$ cat src/rtl/seq_mult.sv
// Sequential shift-add unsigned multiplier: one partial product per clock,
// then a one-cycle done pulse that serves as the downstream register's load enable.
module seq_mult #(
    parameter int N = 4
) (
    input  logic           clk,
    input  logic           clr,
    input  logic           start,
    input  logic [N-1:0]   a,
    input  logic [N-1:0]   b,
    output logic           busy,
    output logic           done,
    output logic [2*N-1:0] p
);

    localparam int CW = (N > 2) ? $clog2(N) : 1;

    localparam logic [1:0] S_IDLE = 2'd0;
    localparam logic [1:0] S_RUN  = 2'd1;
    localparam logic [1:0] S_DONE = 2'd2;

    logic [1:0]     r_state;
    logic           r_busy;
    logic           r_done;
    logic [2*N-1:0] r_p;
    logic [2*N-1:0] r_acc;
    logic [2*N-1:0] r_mcand;
    logic [N-1:0]   r_mq;
    logic [CW-1:0]  r_count;

    logic [2*N-1:0] w_addend;
    logic [2*N-1:0] w_acc_sum;
    logic           w_last;

    // Partial-product add for the current iteration and last-iteration detect
    always_comb begin
        w_addend  = {(2*N){1'b0}};
        w_acc_sum = r_acc;
        w_last    = 1'b0;
        if (r_mq[0]) begin
            w_addend = r_mcand;
        end else begin
            w_addend = {(2*N){1'b0}};
        end
        w_acc_sum = r_acc + w_addend;
        if (r_count == CW'(N - 1)) begin
            w_last = 1'b1;
        end else begin
            w_last = 1'b0;
        end
    end

    // Control FSM and datapath registers; busy/done are registered alongside the state
    always_ff @(posedge clk or negedge clr) begin
        if (!clr) begin
            r_state <= S_IDLE;
            r_busy  <= 1'b0;
            r_done  <= 1'b0;
            r_p     <= {(2*N){1'b0}};
            r_acc   <= {(2*N){1'b0}};
            r_mcand <= {(2*N){1'b0}};
            r_mq    <= {N{1'b0}};
            r_count <= {CW{1'b0}};
        end else begin
            case (r_state)
                S_IDLE: begin
                    if (start) begin
                        r_mcand <= {{N{1'b0}}, a};
                        r_mq    <= b;
                        r_acc   <= {(2*N){1'b0}};
                        r_count <= {CW{1'b0}};
                        r_state <= S_RUN;
                        r_busy  <= 1'b1;
                        r_done  <= 1'b0;
                    end else begin
                        r_state <= S_IDLE;
                        r_busy  <= 1'b0;
                        r_done  <= 1'b0;
                    end
                end
                S_RUN: begin
                    r_acc   <= w_acc_sum;
                    r_mcand <= r_mcand << 1;
                    r_mq    <= r_mq >> 1;
                    r_count <= r_count + CW'(1);
                    // Always N iterations, no early exit on zero operands
                    if (w_last) begin
                        r_p     <= w_acc_sum;
                        r_state <= S_DONE;
                        r_busy  <= 1'b1;
                        r_done  <= 1'b1;
                    end else begin
                        r_state <= S_RUN;
                        r_busy  <= 1'b1;
                        r_done  <= 1'b0;
                    end
                end
                S_DONE: begin
                    r_state <= S_IDLE;
                    r_busy  <= 1'b0;
                    r_done  <= 1'b0;
                end
                default: begin
                    r_state <= S_IDLE;
                    r_busy  <= 1'b0;
                    r_done  <= 1'b0;
                end
            endcase
        end
    end

    assign busy = r_busy;
    assign done = r_done;
    assign p    = r_p;

endmodule
$ cat config.mk
export PLATFORM = sky130hd
export DESIGN_NAME = seq_mult
export DESIGN_NICKNAME = d
export VERILOG_FILES = /design/src/rtl/seq_mult.sv
export SDC_FILE = /design/constraint.sdc
export NUM_CORES = 1
export LEC_CHECK = 0
export ABC_AREA = 1
export BUFFER_PORTS_ARGS = -buffer_cell sky130_fd_sc_hd__buf_2
export CELL_PAD_IN_SITES_DETAIL_PLACEMENT = 0
export CELL_PAD_IN_SITES_GLOBAL_PLACEMENT = 1
export CORE_MARGIN = 10
export CORE_UTILIZATION = 40
export DETAILED_ROUTE_END_ITERATION = 8
export PLACE_DENSITY_LB_ADDON = 0.1
export SLEW_MARGIN = 15
export SYNTH_ARGS = -nofsm -noshare
export SYNTH_HDL_FRONTEND = slang
export SYNTH_SLANG_ARGS = --single-unit
$ cat constraint.sdc
create_clock -name clk -period 2.3 [get_ports clk]
set_clock_uncertainty 0.2 [all_clocks]
set_input_delay 0.345 -clock clk [delete_from_list [all_inputs] [get_ports clk]]
set_output_delay 0.345 -clock clk [all_outputs]
set_load 0.01 [all_outputs]
Word level (Yosys, flattened, before mapping)
Cells that the tools add are included.
{ "word_totals": {"ff_bits": 34, "in_bits": 11, "wordCells": 34} }
{ "classes": {"addsub": 2, "eq_ne": 3, "n_mux": 17, "reduce_logical": 4} }
{ "op_table": {"columns": ["op", "n"], "rows": [
  ["$pmux 8 s2", 2],
  ["$mux 8", 3],
  ["$add 8x8->8", 1],
  ["$pmux 2 s2", 2],
  ["$pmux 4 s2", 1],
  ["$mux 1", 5],
  ["$mux 2", 2],
  ["$mux 4", 1],
  ["$reduce_and 2->1", 2],
  ["$add 2x1->2 const B", 1],
  ["$eq 2x1->1 const B", 1],
  ["$eq 2x2->1 const B", 1],
  ["$logic_not 2->1", 1],
  ["$ne 2x2->1 const B", 1],
  ["$pmux 1 s2", 1],
  ["$reduce_bool 2->1", 1]
]} }

Longest topological paths before layout
{ "depth": {"ltp_word": 4, "ltp_mapped": 14} }

Least setup slack after synthesis
Ideal clock, no wire load.
{ "synth_timing": {"path_kind": "register to register", "start": "register r_mq[0]", "end": "register r_p[6], in the netlist p[6]", "setup_ps": 117, "arrival_ps": 1584, "path_slack_ps": 399, "path_stages_with_launch": 15, "path_cell_list": "dfrtp_1 buf_2 nand2_1 inv_1 ha_1 inv_1 fa_1 inv_1 nand2_1 nand2_1 nand3b_1 nand2_1 nand2_1 nand3_1 nand2_1"} }
{ "synth_between": {"elab_chain_len": 2} }
{ "synth_lines": {"columns": ["element", "line", "text"], "rows": [
  ["start, declared", "28", "logic [N-1:0] r_mq;"],
  ["start signal, assigned", "62", "r_mq <= {N{1'b0}};"],
  ["start signal, assigned", "84", "r_mq <= r_mq >> 1;"],
  ["$mux 8", "40", "if (r_mq[0]) begin"],
  ["$add 8x8->8", "45", "w_acc_sum = r_acc + w_addend;"],
  ["end signal, assigned", "59", "r_p <= {(2*N){1'b0}};"],
  ["end signal, assigned", "88", "r_p <= w_acc_sum;"],
  ["end, declared", "25", "logic [2*N-1:0] r_p;"]
]} }
Every way passes these cells.
A chain may end at the register's enable or synchronous reset.

Worst setup path after layout
Ends and elaborated chain as after synthesis.

==> flow_metrics.py <==
metrics = {
    "cells_and_area": {
        "num-fill-cells": 448,
        "multi_input_area_um2": 754,
        "register_area_um2": 827,
        "drive_above_1_share": 0.207,
        "area_delta_synth_final_pct": 12.3,
        "fin_nets": 247,
        "diodes": 0,
        "final_util": 0.459,
    },
    "sta": {
        "min_period_ns": 2.01,
        "tightestPinTransition_ns": 0.739,
        "fin_setup_tns_ns": 0,
        "grt_setup_unrepaired": "no",
        "drv_slew": 0,
        "min_period_over_period": 0.876,
        "hold_viol": 0,
        "setup_viol": 0,
        "fmax_mhz": 497,
        "max_slew_margin": 0.507,
    },
    "synth": {
        "synth_edf_count": 0,
        "syn-cell-area_um2": 1770,
        "yosysWarnings": 0,
        "yosys.area.top_type": "dfrtp_1",
        "ys_async_sr_fraction": 1.00,
        "synth_ff_type": "dfrtp_1",
        "synth-seq-cells": 33,
        "synth_area_leaders": "dfrtp_1, nand2_1, inv_1",
        "syn_area_per_cell_um2": 8.72,
        "synth_common_cells": "nand2_1, dfrtp_1, inv_1",
        "synth_cell_types": 31,
        "yosysMostFrequentCell": "nand2_1",
        "synth_top_area_frac": 0.467,
        "syn_inst": 203,
        "yosysSeqAreaShare": 0.467,
        "syn_nets": 223,
    },
    "critical_path": {
        "cp_top_family": "adder cells",
        "worstPathArrival_ns": 2.00,
        "endpoint_kind": "register",
        "crit_chain": "nand2_1 > inv_1 > ha_1 > inv_1 > fa_1 > inv_1 > nand2_1 > nand2_1 > nand3b_1 > nand2_1 > nand2_1 > nand3_1 > nand2_1",
        "worstPathMaxFanout": 9,
        "cp.required_ns": 2.28,
        "critPathKind": "reg2reg",
        "cpMostUsedCell": "nand2_1",
        "max_stage_delay_ns": 0.45,
        "startpoint_type": "register",
        "cp.buffers_inverters": 3,
        "slowest_stage": "dfrtp_2",
    },
    "placement": {
        "dp_hpwl_mm": 2.83,
        "place_congestion": 0.836,
        "io_buffer_count": 20,
    },
    "route": {
        "post_drt_wl_per_cell_um": 13.6,
        "vias": 1330,
        "drtAntennaViolNets": 0,
        "drtIter0Drc": 48,
        "drt-vias-per-instance": 4.77,
        "first_pass_iters": 4,
        "drt_wl_total_mm": 3.80,
        "drc": 0,
    },
    "floorplanning": {
        "initial_utilization": 0.409,
        "rows": 24,
        "io_pins": 21,
        "die-area_um2": 7480,
        "die_height_um": 86.5,
        "core_um2": 4320,
        "fp.dieW_um": 86.5,
    },
    "global_route": {
        "grt_pass1_vias": 1383,
        "grt-ovfl-total": 0,
        "antenna_found_initial": 0,
        "grt_start_max_net_pins": 34,
        "track_usage": 0.111,
        "grt_pass1_wl_mm": 6.60,
    },
    "power": {
        "p_leak_nw": 1.10,
        "pwr-share-comb": 0.512,
        "power_frac_seq": 0.338,
        "sw_frac_of_total": 0.437,
        "p_int_w": 0.00167,
        "ir_worst_vdd_uv": 549,
        "clock_power_share": 0.150,
        "p_sw_w": 0.00130,
        "powerDensity_nw_per_um2": 1490,
    },
    "cts": {
        "cts.sinks": 33,
        "cts.clk_slew.worst_paths_ns": 0.07,
        "tritoncts": "done",
        "cts_buffers": 5,
        "cts_root_buffer": "clkbuf_8",
        "h-tree-depth": 2,
        "clk_latency_ns": 0.29,
        "cts.path.max_buffers": 2,
    },
    "outcome": {
        "status": "complete, no violations",
    },
    "hold_path": {
        "hold_path.class": "in2reg",
    },
    "run": {
        "drv_cap": 0,
    },
}
-- routing by layer --
metal | global-route usage | routed length (um)
met2 | 0.182 | 1760
met3 | 0.0441 | 213
met5 | 0 | 0
met4 | 0.0530 | 74
met1 | 0.124 | 1760
-- kinds of logic (layout without fill, tap and decap cells) --
| kind of cell | count (synthesis) | in the layout | share of synthesized area |
|---|---|---|---|
| simple gates | 91 | 91 | 0.223 |
| buf+inv | 39 | 63 | 0.107 |
| flops | 33 | 33 | 0.467 |
| compound gates | 29 | 29 | 0.125 |
| fa+ha+maj | 9 | 9 | 0.0679 |
| xor+xnor | 2 | 2 | 0.00990 |
-- state kept, by name, indices dropped and copies added, names as in the netlist --
| name | count |
|---|---|
| busy | 1 |
| done | 1 |
| r_mq | 4 |
| r_state | 1 |
| r_count | 2 |
| r_mcand | 8 |
| r_acc | 8 |
| p | 8 |
-- power by group through the flow --
stage | clock (W) | combinational, W | sequential, W
3_5_place_dp | 0 | 0.00155 | 0.00101
2_1_floorplan | 0 | 0.00124 | 0.000999
4_1_cts | 0.000462 | 0.00155 | 0.00100
6_report | 0.000444 | 0.00152 | 0.00100
3_3_place_gp | 0 | 0.00151 | 0.00100
5_1_grt | 0.000487 | 0.00174 | 0.00103
-- through the flow --
step	instances	hold slack (ns)	setup WS (ns)	cell area, um2	total power (W)
floorplan	203	-0.151	0.399	1770	0.00224
global placement	271	0.239	0.279	1890	0.00252
detailed placement	271	0.256	0.214	1890	0.00256
CTS	279	0.0962	0.206	1990	0.00302
global route	279	0.0952	0.0618	1990	0.00326
finish	279	0.106	0.286	1990	0.00297
-- path summary, 6_finish.rpt --
path	startpoint	to	slack, ns	cells after the start
max	r_mq[0]$_DFFE_PN0P_	p[6]$_DFFE_PN0P_	0.29	13
min	a[0]	r_mcand[0]$_DFFE_PN0P_	0.11	3
max reg2reg	r_mq[0]$_DFFE_PN0P_	p[6]$_DFFE_PN0P_	0.29	13
min reg2reg	p[4]$_DFFE_PN0P_	p[4]$_DFFE_PN0P_	0.27	2
max in group asynchronous	clr	r_mq[0]$_DFFE_PN0P_	0.93	2
min in group asynchronous	clr	p[1]$_DFFE_PN0P_	0.46	2
-- cell type report --
| class | count | area share |
|---|---|---|
| Sequential cell | 33 | 0.416 |
| Timing Repair Buffer | 23 | 0.0630 |
| Clock buffer | 7 | 0.0435 |
| Multi-Input combinational cell | 131 | 0.380 |
| Tap cell | 52 | 0.0327 |
| Inverter | 33 | 0.0649 |
-- repair_timing --
action,in CTS,in global routing
endpoints found under the setup margin,0,1
hold endpoints to repair,33,0
buffers inserted,0,0
resized for setup,0,1
hold buffers,1,0
-- worst min-delay path: cells and delay by family --
family          cells  cell delay [ns]
simple gates        1             0.08
compound gates      1             0.06
buf+inv             1             0.08
-- placed cells by master, fill, tap and decap left out, drive strengths merged --
cell type     n
clkbuf        7
inv          33
xor2          1
dfrtp        33
and2          1
ha            8
nand3b        2
dlygate4sd3   1
a21o          1
nand2        61
buf          22
o22ai         5
or2           3
a22o          2
fa            1
a21oi         4
xnor2         1
o21ai        12
o211ai        5
nand3        17
nor2          7
Power figures use the tool's default switching activity.
